$ cat config.mk
export PLATFORM = sky130hd
export DESIGN_NAME = hdmi_clk_supervisor
export DESIGN_NICKNAME = d
export VERILOG_FILES = /design/src/rtl/hdmi_clk_supervisor.sv
export SDC_FILE = /design/constraint.sdc
export NUM_CORES = 1
export LEC_CHECK = 0
export BUFFER_PORTS_ARGS = -buffer_cell sky130_fd_sc_hd__buf_2
export CAP_MARGIN = 25
export CORE_UTILIZATION = 25
export CTS_CLUSTER_SIZE = 20
export DETAILED_ROUTE_END_ITERATION = 10
export GPL_ROUTABILITY_DRIVEN = 1
export GPL_TIMING_DRIVEN = 1
export SLEW_MARGIN = 20
export SYNTH_ARGS = -nofsm -noshare
export SYNTH_HDL_FRONTEND = slang
export SYNTH_SLANG_ARGS = --single-unit
$ cat constraint.sdc
create_clock -name i_clk -period 3 [get_ports i_clk]
set_input_delay 0.3 -clock i_clk [delete_from_list [all_inputs] [get_ports i_clk]]
set_output_delay 0.3 -clock i_clk [all_outputs]
set_load 0.1 [all_outputs]
$ cat src/rtl/hdmi_clk_supervisor.sv
// hdmi_clk_supervisor
// Sequencer for the HDMI receive PLL, clocked by the system clock.
// It measures the incoming HDMI clock over fixed windows and enables the PLL
// only when the measured rate is plausible. It then waits for a stable lock
// before reporting ready, and drops the PLL again on lock loss or a bad clock.
//
// Ports:
//   i_clk        system clock
//   i_reset      synchronous active-high reset
//   i_hdmi_div   asynchronous toggle derived from the HDMI clock
//   i_locked     asynchronous PLL lock indication
//   o_pll_ce     PLL enable (low powers down / resets the PLL)
//   o_ready      HDMI clocks stable and usable
//   o_lost       one-cycle pulse when leaving RUN
//   o_freq       edge count of the last completed window
//   o_freq_valid one-cycle pulse when o_freq updates
//   o_state      FSM state (IDLE=0, START=1, SETTLE=2, RUN=3)
module hdmi_clk_supervisor #(
  parameter int WINDOW_LG     = 20,
  parameter int MIN_EDGES     = 4096,
  parameter int MAX_EDGES     = 300000,
  parameter int LOCK_TIMEOUT  = 2000000,
  parameter int SETTLE_CYCLES = 65536
) (
  input  logic                 i_clk,
  input  logic                 i_reset,
  input  logic                 i_hdmi_div,
  input  logic                 i_locked,
  output logic                 o_pll_ce,
  output logic                 o_ready,
  output logic                 o_lost,
  output logic [WINDOW_LG-1:0] o_freq,
  output logic                 o_freq_valid,
  output logic [1:0]           o_state
);

  localparam int TO_W = (LOCK_TIMEOUT > 1) ? $clog2(LOCK_TIMEOUT) : 1;
  localparam int ST_W = (SETTLE_CYCLES > 1) ? $clog2(SETTLE_CYCLES) : 1;

  localparam logic [WINDOW_LG-1:0] MIN_C = WINDOW_LG'(MIN_EDGES);
  localparam logic [WINDOW_LG-1:0] MAX_C = WINDOW_LG'(MAX_EDGES);
  localparam logic [WINDOW_LG-1:0] W_ONE = WINDOW_LG'(1);
  // The timeout counter counts down to zero from LOCK_TIMEOUT-1, so the PLL
  // stays enabled for exactly LOCK_TIMEOUT cycles and the value always fits.
  localparam logic [TO_W-1:0]      TO_LOAD = TO_W'(LOCK_TIMEOUT - 1);
  localparam logic [TO_W-1:0]      TO_ONE  = TO_W'(1);
  localparam logic [ST_W-1:0]      ST_LAST = ST_W'(SETTLE_CYCLES - 1);
  localparam logic [ST_W-1:0]      ST_ONE  = ST_W'(1);

  typedef enum logic [1:0] {
    IDLE   = 2'd0,
    START  = 2'd1,
    SETTLE = 2'd2,
    RUN    = 2'd3
  } state_t;

  // Synchronisers: [0] is the first stage.
  logic [2:0] div_sync_q;
  logic [1:0] lock_sync_q;
  logic       edge_seen;
  logic       locked_s;

  always_ff @(posedge i_clk) begin
    if (i_reset) begin
      div_sync_q  <= '0;
      lock_sync_q <= '0;
    end else begin
      div_sync_q  <= {div_sync_q[1:0], i_hdmi_div};
      lock_sync_q <= {lock_sync_q[0], i_locked};
    end
  end

  // Both edges of the divided clock count.
  assign edge_seen = div_sync_q[1] ^ div_sync_q[2];
  assign locked_s  = lock_sync_q[1];

  // Frequency measurement.
  logic [WINDOW_LG-1:0] win_q, win_d;
  logic [WINDOW_LG-1:0] edge_q, edge_d;
  logic [WINDOW_LG-1:0] freq_q, freq_d;
  logic                 freq_valid_q;
  logic                 eval_q;
  logic                 in_range_q;

  always_comb begin
    win_d  = win_q + W_ONE;
    edge_d = edge_q;
    freq_d = freq_q;
    if (edge_seen && (edge_q != '1)) begin
      edge_d = edge_q + W_ONE;
    end
    // On the wrap cycle the reported count includes an edge seen in that
    // same cycle, and counting restarts from zero for the next window.
    if (win_q == '1) begin
      freq_d = edge_d;
      edge_d = '0;
    end
  end

  always_ff @(posedge i_clk) begin
    if (i_reset) begin
      win_q        <= '0;
      edge_q       <= '0;
      freq_q       <= '0;
      freq_valid_q <= 1'b0;
      eval_q       <= 1'b0;
      in_range_q   <= 1'b0;
    end else begin
      win_q        <= win_d;
      edge_q       <= edge_d;
      freq_q       <= freq_d;
      freq_valid_q <= (win_q == '1);
      // Range check is registered and consumed the cycle after the update.
      eval_q       <= freq_valid_q;
      in_range_q   <= (freq_q >= MIN_C) && (freq_q <= MAX_C);
    end
  end

  logic range_ok;
  logic range_bad;
  assign range_ok  = eval_q && in_range_q;
  assign range_bad = eval_q && !in_range_q;

  // Sequencer with registered outputs.
  state_t            state_q;
  logic              pll_ce_q;
  logic              ready_q;
  logic              lost_q;
  logic [TO_W-1:0]   to_q;
  logic [ST_W-1:0]   settle_q;

  always_ff @(posedge i_clk) begin
    if (i_reset) begin
      state_q  <= IDLE;
      pll_ce_q <= 1'b0;
      ready_q  <= 1'b0;
      lost_q   <= 1'b0;
      to_q     <= '0;
      settle_q <= '0;
    end else begin
      lost_q <= 1'b0;
      case (state_q)
        IDLE: begin
          if (range_ok) begin
            state_q  <= START;
            pll_ce_q <= 1'b1;
            to_q     <= TO_LOAD;
          end
        end
        START: begin
          if (range_bad) begin
            state_q  <= IDLE;
            pll_ce_q <= 1'b0;
          end else if (locked_s) begin
            state_q  <= SETTLE;
            settle_q <= '0;
          end else if (to_q == '0) begin
            state_q  <= IDLE;
            pll_ce_q <= 1'b0;
          end else begin
            to_q <= to_q - TO_ONE;
          end
        end
        SETTLE: begin
          if (!locked_s || range_bad) begin
            state_q  <= IDLE;
            pll_ce_q <= 1'b0;
          end else if (settle_q == ST_LAST) begin
            state_q <= RUN;
            ready_q <= 1'b1;
          end else begin
            settle_q <= settle_q + ST_ONE;
          end
        end
        RUN: begin
          if (!locked_s || range_bad) begin
            state_q  <= IDLE;
            pll_ce_q <= 1'b0;
            ready_q  <= 1'b0;
            lost_q   <= 1'b1;
          end
        end
      endcase
    end
  end

  assign o_pll_ce     = pll_ce_q;
  assign o_ready      = ready_q;
  assign o_lost       = lost_q;
  assign o_freq       = freq_q;
  assign o_freq_valid = freq_valid_q;
  assign o_state      = state_q;

endmodule

==> results by group, run 1 <==
Die
  – Die height: roughly 140 um
  – Die ar.: ~20,000 um^2
  – Core area: slightly below 20,000 um^2
  – Width of the die: around 140 um
  – I/O pins: 30
  – Initial Utilization: 0.256
  – Rows: between 50 and 60

Worst hold path
  – Hold/Removal Path Class: input port to flop
  – Hold path depth: 2
  – Hold_sp: i_hdmi_div
  – Worst hold endpoint: div_sync_q[0]$_SDFF_PP0_

STA
  – Max Fclk: just over 0.4 GHz
  – Relative slew slack: 0.484
  – Hold Fails Final Rpt: 0
  – Tightest Pin Transition: around 770 ps
  – RSZ-0062 raised after global routing: no
  – Final Max Tran Viols: 0
  – Setup Skew: roughly 8.5 ps
  – Count of final setup violators: 0
  – Final hold slack: between 150 and 200 ps
  – Post-layout min period: approximately 2500 ps
  – Fin Setup TNS: 0 ps
  – Tcrit/Tclk final: 0.827

Synth
  – Multiplexer share of the synthesized area: 0.0100
  – Compound-gate portion of the synthesized area: 0.165
  – Most frequent cells after synthesis: dfxtp_1, nor2_1, a211oi_1
  – Yosys reg bits: between 100 and 150
  – Netlist cell types: about 60
  – Largest family of logic cells by synthesized area: simple AND/OR/NAND/NOR gates
  – Post-Syn Area: 5010 um^2
  – Synth area leaders: dfxtp_1, nor2_1, a211oi_1
  – Synth warnings: 0
  – Post-synth top flop: dfxtp_1
  – Syn Inst Count: around 560
  – Post-Synth Adder-Cell Area: 0.0125
  – Most frequent cell after synthesis: dfxtp_1
  – Syn nets: 570
  – Post-Synth XOR/XNOR Area: 0.0840
  – Area leader, netlist: dfxtp_1
  – Async S/R FF share, synth: 0
  – Sequential share of the synthesized area: 0.440
  – Syn_area_per_cell: between 8 and 9 um^2
  – Yosys top cell area share: 0.440
  – Post-synth EDFFs: 0
  – Synth Area in Simple Gates: 0.256

Setup path
  – CP max stage delay: 780 ps
  – CP cell instances: or4_1 -> or4b_1 -> o21a_4 -> a311oi_2 -> a311oi_1
  – WP data arrival: 2700 ps
  – FF-to-FF Start: to_q[15]$_SDFFE_PP0P_
  – Crit-path slowest cell: or4b_1
  – Critical path fanouts, max: 9
  – Worst Reg2Reg Path Length in Cells: 5
  – Capture point of the worst reg-to-reg path: to_q[6]$_SDFFE_PP0P_
  – Flop-to-flop setup slack: 520 ps
  – Critical path launch point type: flop
  – Crit end category: flop
  – CP required: about 3200 ps
  – Crit Path Class: flop to flop

Cells and area
  – Area growth syn-to-layout: 15.1%
  – Antenna Cells: 0
  – Final #Nets: 592
  – Ratio of cells with drive above 1 in the final layout: 0.114

GRT
  – Pin count of the biggest net entering global routing: 43
  – Initial antenna violation count: 0
  – First-pass GRT wire length: around 18,000 um
  – GR Layer Usage met1: 0.150
  – M3 GR Usage: 0.0327
  – Peak-usage layer in the global routing report: met2
  – Tot GR Track Use: 0.111
  – GR Overflow Total: 0
  – Vias in the first global route: roughly 3,800
  – Met2 usage: 0.170

Place
  – DPL Wire Length: 7540 um
  – Gpl congestion: 0.799
  – # port buffers: 29

Clock tree
  – Root Buffer Master: clkbuf_16
  – Cts repair resizes: 0
  – H-tree depth: 3
  – Latest clock arrival within the worst-skew pair: about 350 ps
  – Post-CTS Setup Inserts: 0
  – Clk buf depth: 2
  – CTS tree: built
  – TritonCTS Buffers: 9
  – Cts hold-fix bufs: 0
  – Clock transition at path regs: approximately 70 ps
  – Clock Sinks: between 100 and 150

Route
  – Drt first-iter violations: 253
  – Antenna viol nets, final: 0
  – First-pass DRT Iterations: 4
  – DRC Markers: 0
  – Routed WL: between 10,000 and 15,000 um
  – Avg Vias per Cell: roughly 4.7
  – DR WL/cell: between 10 and 15 um
  – Vias after detailed routing: 4,003

Pwr
  – Total power draw: between 2 and 3 mW
  – PD cells: between 400 and 500 nW/um^2
  – P_leak: 1.97 nW
  – VDD IR max: 240 uV

Outcome
  – Status: completed

Run
  – Max-cap violations: 0
sequential cells by signal (all words and copies together) (netlist names):
signal / cells
o_freq: 20
lock_sync_q: 2
o_freq_valid: 1
o_lost: 1
o_pll_ce: 1
eval_q: 1
o_ready: 1
in_range_q: 1
div_sync_q: 3
settle_q: 16
o_state: 2
edge_q: 20
win_q: 20
to_q: 21
critical path, delay by kind of cell (launching register included):
kind / cells / cell delay (ps)
simple gates: 2 / 1360
compound gates: 3 / 640
flops: 1 / 350
cell type report:
| cell class | instances | area, um^2 |
|---|---|---|
| Fill cell | 2094 | 13800 |
| Multi-Input combinational cell | 412 | 2640 |
| Sequential cell | 110 | 2200 |
| Tap cell | 265 | 332 |
| Clock buffer | 9 | 225 |
| Timing Repair Buffer | 39 | 220 |
| Clock inverter | 7 | 104 |
| Inverter | 11 | 41.3 |
power by group:
| part | total, mW | internal (mW) | switching (mW) |
|---|---|---|---|
| registers | 1.48 | 1.47 | 0.00843 |
| clock network | 1.32 | 0.747 | 0.570 |
| logic | 0.0744 | 0.0205 | 0.0539 |
worst max path at each step:
stage | from | to | slack (ps) | depth (start not counted)
after global routing | win_q[0]$_SDFF_PP0_ | o_freq[8]$_SDFFE_PP0P_ | 400 | 7
after CTS | to_q[15]$_SDFFE_PP0P_ | to_q[6]$_SDFFE_PP0P_ | 520 | 5
final | to_q[15]$_SDFFE_PP0P_ | to_q[6]$_SDFFE_PP0P_ | 520 | 5
after detailed placement | to_q[15]$_SDFFE_PP0P_ | to_q[6]$_SDFFE_PP0P_ | 520 | 5
after floorplan | o_state[0]$_SDFFE_PP0P_ | to_q[13]$_SDFFE_PP0P_ | 320 | 6
after global placement | to_q[15]$_SDFFE_PP0P_ | to_q[6]$_SDFFE_PP0P_ | 540 | 5
routing by layer:
metal,part of all wire,vias to the layer above
li1,-,2089
met5,0,-
met2,0.45,41
met3,0.044,11
met4,0.011,0
met1,0.50,1862
kinds of logic (layout without fill, tap and decap cells):
kind of cell    count (synthesis)  after routing
compound gates                112            112
xor+xnor                       48             48
simple gates                  242            242
fa+ha+maj                       5              5
flops                         110            110
buf+inv                        39             66
mux                             5              5
cells in the final DEF, fill, tap and decap left out, types with 9 or more instances in the layout:
cell type and instances:
or3_1 13, xnor2_1 24, xor2_1 24, and3_1 9, or4_1 10, a21oi_1 21, o21ai_0 9, nand2_1 22
buf_2 29, nor3_1 18, inv_1 11, nor2_1 83, clkbuf_16 9, nand2b_1 10, nand3_1 20, nand4_1 18
dfxtp_1 110, buf_4 10, a211oi_1 29
stage by stage:
stage | worst slack, ps | instances | cell area (um^2) | utilization
CTS | 516 | 853 | 5770 | 0.295
global route | 395 | 853 | 5770 | 0.295
floorplan | 323 | 561 | 5010 | -
finish | 518 | 853 | 5770 | 0.295
global placement | 542 | 837 | 5440 | 0.278
detailed placement | 522 | 837 | 5440 | 0.278
Power figures use the tool's default switching activity.
==> run 2: changes to the inputs <==
==> constraint.sdc (replaced) <==
create_clock -name i_clk -period 2.2 [get_ports i_clk]
set_input_delay 0.22 -clock i_clk [delete_from_list [all_inputs] [get_ports i_clk]]
set_output_delay 0.22 -clock i_clk [all_outputs]
set_load 0.1 [all_outputs]
==> results by group, run 2 (synthesis gave the netlist of run 1 again) <==
Cells and area
  – Fin area: 6000 um^2
  – Largest Register: to_q
  – Max reg flops: 21
  – Most frequent cells in the layout: dfxtp_1, nor2_1, buf_4
  – Area growth syn-to-layout: 19.8%
  – Commonest non-fill, non-tap cell in the layout: dfxtp_1
  – Ratio of cells with drive above 1 in the final layout: 0.166
  – Antenna Cells: 0
  – Fill count: just over 2,000
  – Final #Nets: around 620
  – Final core occ: 0.307

Route
  – First-pass DRT Iterations: 5
  – Antenna viol nets, final: 0
  – Avg Vias per Cell: about 4.7
  – Drt first-iter violations: 232
  – Routed WL: 11,100 um
  – DR WL/cell: between 10 and 15 um
  – Vias after detailed routing: between 4,000 and 5,000
  – DRC Markers: 0

STA
  – Final Max Tran Viols: 0
  – Tightest Pin Transition: 620 ps
  – Post-layout min period: 2200 ps
  – Tcrit/Tclk final: 0.999
  – Fin worst setup slack: around 2.4 ps
  – Final hold slack: 99.2 ps
  – Max Fclk: 0.455 GHz
  – Setup Skew: 6.80 ps
  – Count of final setup violators: 0
  – Hold Fails Final Rpt: 0
  – Relative slew slack: 0.585
  – RSZ-0062 raised after global routing: yes

GRT
  – Vias in the first global route: about 3,800
  – GR Overflow Total: 0
  – Pin count of the biggest net entering global routing: 29
  – Tot GR Track Use: 0.112
  – Initial antenna violation count: 0
  – First-pass GRT wire length: 18,400 um

Setup path
  – Crit end category: flop
  – Critical path fanouts, max: 8
  – Crit Path Class: flop to flop
  – Critical path launch point type: flop
  – WP data arrival: ~2400 ps
  – CP required: 2410 ps

Clock tree
  – TritonCTS Buffers: 9
  – Root Buffer Master: clkbuf_16
  – Latest clock arrival within the worst-skew pair: about 350 ps
  – Clk buf depth: 2
  – Post-CTS Setup Inserts: 0
  – Clock Sinks: 110
  – Clock transition at path regs: 80 ps
  – CTS tree: built
  – H-tree depth: 3

Pwr
  – Combinational share of power: 0.028
  – PD cells: 635 nW/um^2
  – Clock network fraction of total power: 0.443
  – Sw power: about 0.87 mW
  – Total power draw: between 3 and 4 mW
  – P_leak: between 2 and 2.5 nW
  – Switching share of power: 0.229
  – Internal Power: ~2.9 mW
  – VDD IR max: around 310 uV
  – Register share of total power: 0.529

Die
  – I/O pins: 30
  – Die ar.: approximately 21,000 um^2
  – Initial Utilization: 0.256
  – Die height: around 140 um
  – Core area: between 15,000 and 20,000 um^2
  – Rows: 51
  – Width of the die: 144 um

Place
  – Dpl ws: -10.8 ps
  – DPL Wire Length: 7900 um
  – Post-DP Area: between 5000 and 6000 um^2
  – # port buffers: 29
  – Gpl congestion: a little over 0.8

Worst hold path
  – Hold/Removal Path Class: input port to flop

Outcome
  – Status: completed

Run
  – Max-cap violations: 0
==> run 2: changes by cell type in the layout (fill, tap and decap cells not counted), sizes merged <==
cell,before,now
clkinvlp,0,2
clkinv,2,1
buf,39,66
bufinv,2,1
==> run 2: repair_timing <==
item / in CTS / in global routing
gates resized for setup: 3 / 5
pin swaps: 3 / 4
gates cloned: 0 / 0
hold buffers: 0 / 0
endpoints found under the setup margin: 4 / 37
==> run 2: critical path, stage by stage, from the launching register on <==
cell	delay (ps)
dfxtp_1	310
or4_4	530
or4b_4	550
buf_6	160
o211ai_4	260
or4_1	170
a31oi_1	70
==> run 2: stage by stage <==
step	TNS, ps	instances
final	0	880
after global routing	-513	880
after CTS	0	880
after detailed placement	-22.8	864
after global placement	0	864
after floorplan	0	561
==> run 2: routing by layer <==
layer  vias to the layer above  routed length (um)  GRT usage
met4                         0                  92     0.0381
li1                       2138                   -          -
met3                         6                 327     0.0273
met2                        61                4970      0.172
met1                      1921                5680      0.151
met5                         -                   0          0
==> run 2: worst paths after layout <==
check,start,endpoint,slack (ps),cells past startpoint
max reg2reg,to_q[10]$_SDFFE_PP0P_,to_q[19]$_SDFFE_PP0P_,2,6
min,i_hdmi_div,div_sync_q[0]$_SDFF_PP0_,100,2
min reg2reg,div_sync_q[0]$_SDFF_PP0_,div_sync_q[1]$_SDFF_PP0_,440,1
max,to_q[10]$_SDFFE_PP0P_,to_q[19]$_SDFFE_PP0P_,2,6
==> run 2: layout make-up <==
| cell class | count | area (um^2) | area share |
|---|---|---|---|
| Clock inverter | 7 | 81.3 | 0.0136 |
| Tap cell | 265 | 332 | 0.0553 |
| Multi-Input combinational cell | 412 | 2670 | 0.446 |
| Sequential cell | 110 | 2210 | 0.368 |
| Clock buffer | 9 | 225 | 0.0375 |
| Inverter | 11 | 41.3 | 0.00688 |
| Timing Repair Buffer | 66 | 439 | 0.0732 |
==> run 2: power groups by stage <==
| stage | registers [mW] | clock network, mW | logic [mW] |
|---|---|---|---|
| 5_1_grt | 2.02 | 1.82 | 0.118 |
| 3_5_place_dp | 2.06 | 0 | 0.108 |
| 4_1_cts | 2.01 | 1.75 | 0.109 |
| 6_report | 2.01 | 1.69 | 0.108 |
| 2_1_floorplan | 2.08 | 0 | 0.0546 |
| 3_3_place_gp | 2.06 | 0 | 0.109 |
==> run 3: changes to the inputs <==
--- a/config.mk
+++ b/config.mk
@@ -7,6 +7,7 @@
 export LEC_CHECK = 0
 export BUFFER_PORTS_ARGS = -buffer_cell sky130_fd_sc_hd__buf_2
 export CAP_MARGIN = 25
+export CORE_MARGIN = 3
 export CORE_UTILIZATION = 25
 export CTS_CLUSTER_SIZE = 20
 export DETAILED_ROUTE_END_ITERATION = 10
==> results by group, run 3 (synthesis gave the netlist of run 1 again) <==
STA
  – Relative slew slack: 0.644
  – Final hold slack: 81.9 ps
  – Tightest Pin Transition: between 500 and 600 ps
  – Hold Fails Final Rpt: 0
  – Fin Setup TNS: 0 ps
  – Tcrit/Tclk final: 0.990
  – RSZ-0062 raised after global routing: yes
  – Post-layout min period: about 2200 ps
  – Fin worst setup slack: 21.1 ps
  – Final Max Tran Viols: 0
  – Setup Skew: 8.55 ps
  – Max Fclk: about 0.46 GHz
  – Count of final setup violators: 0

Cells and area
  – Most frequent cells in the layout: dfxtp_1, nor2_1, buf_4
  – Antenna Cells: 0
  – Final core occ: 0.308
  – Area growth syn-to-layout: 20.4%
  – Fin area: ~6000 um^2
  – Final #Nets: about 620
  – Largest Register: to_q
  – Fill count: about 2,100
  – Commonest non-fill, non-tap cell in the layout: dfxtp_1
  – Final Non-Filler Cells: 884
  – Multi-input gate area: 2670 um^2
  – Max reg flops: 21
  – Ratio of cells with drive above 1 in the final layout: 0.166
  – FF+latch area: between 2000 and 2500 um^2

Clock tree
  – H-tree depth: 3
  – TritonCTS Buffers: 9
  – CTS tree: built
  – Clk buf depth: 2
  – Root Buffer Master: clkbuf_16
  – Clock transition at path regs: ~80 ps
  – Latest clock arrival within the worst-skew pair: between 300 and 400 ps
  – Post-CTS Setup Inserts: 0
  – Clock Sinks: 110

Die
  – Width of the die: between 100 and 150 um
  – Rows: 51
  – Core area: 19,600 um^2
  – I/O pins: 30
  – Initial Utilization: 0.256
  – Die height: 148 um
  – Die ar.: 21,800 um^2

Worst hold path
  – Hold/Removal Path Class: input port to flop

Setup path
  – CP required: about 2400 ps
  – Critical path launch point type: flop
  – Critical path fanouts, max: 8
  – Crit Path Class: flop to flop
  – WP data arrival: about 2400 ps
  – Crit end category: flop

Place
  – Gpl congestion: around 0.78
  – Post-DP Area: approximately 5700 um^2
  – # port buffers: 29
  – DPL Wire Length: 7870 um
  – Dpl ws: -18.9 ps
  – Placed cell count: 868

Pwr
  – PD cells: roughly 630 nW/um^2
  – VDD IR max: 313 uV
  – P_leak: 2.12 nW
  – Total power draw: between 3 and 4 mW

GRT
  – First-pass GRT wire length: ~18,000 um
  – Initial antenna violation count: 0
  – Tot GR Track Use: 0.0999
  – GR Overflow Total: 0
  – Pin count of the biggest net entering global routing: 29
  – Vias in the first global route: between 3,000 and 4,000

Route
  – Vias after detailed routing: approximately 4,100
  – Avg Vias per Cell: between 4 and 5
  – Drt first-iter violations: between 150 and 200
  – Antenna viol nets, final: 0
  – First-pass DRT Iterations: 4
  – DRC Markers: 0
  – Routed WL: 10,900 um
  – DR WL/cell: 12.3 um

Outcome
  – Status: completed

Run
  – Max-cap violations: 0
[run 3: cell type report]
class / instances / share of cell area
well taps: 265 / 0.0550
inverters: 11 / 0.00685
repair buffers: 70 / 0.0772
clock inverters: 6 / 0.0116
multi-input cells: 412 / 0.444
clock buffers: 10 / 0.0396
flip-flops and latches: 110 / 0.366
[run 3: final timing paths]
kind                            slack (ps)  cells past startpoint                startpoint                  endpoint
worst min-delay path                    80                      2                i_hdmi_div  div_sync_q[0]$_SDFF_PP0_
worst min register to register         440                      1  div_sync_q[0]$_SDFF_PP0_  div_sync_q[1]$_SDFF_PP0_
worst max register to register          20                      6     to_q[10]$_SDFFE_PP0P_     to_q[19]$_SDFFE_PP0P_
worst max-delay path                    20                      6     to_q[10]$_SDFFE_PP0P_     to_q[19]$_SDFFE_PP0P_
[run 3: critical path, cell delays in order (launching register included)]
cell      delay (ps)
dfxtp_1          320
or4_4            530
or4b_4           560
buf_4            180
o211ai_4         250
or4_1            150
a31oi_1           70
[run 3: report_power, final]
| part | internal, mW | leakage, nW | total, mW | switching (mW) |
|---|---|---|---|---|
| sequential | 2.00 | 0.889 | 2.01 | 0.0114 |
| clock | 0.922 | 0.149 | 1.69 | 0.764 |
| combinational | 0.0328 | 1.08 | 0.106 | 0.0737 |
| total | 2.96 | 2.12 | 3.81 | 0.850 |
[run 3: what timing repair did]
action | 4_1_cts | 5_1_grt
gates resized for setup | 2 | 4
hold buffers | 0 | 0
setup endpoints to repair | 8 | 17
pin swaps | 1 | 8
[run 3: metal layers]
layer,vias up,part of all wire,track usage
li1,2164,-,-
met1,1898,0.53,0.144
met2,54,0.43,0.150
met3,10,0.030,0.0218
met4,0,0.011,0.0294
met5,-,0,0
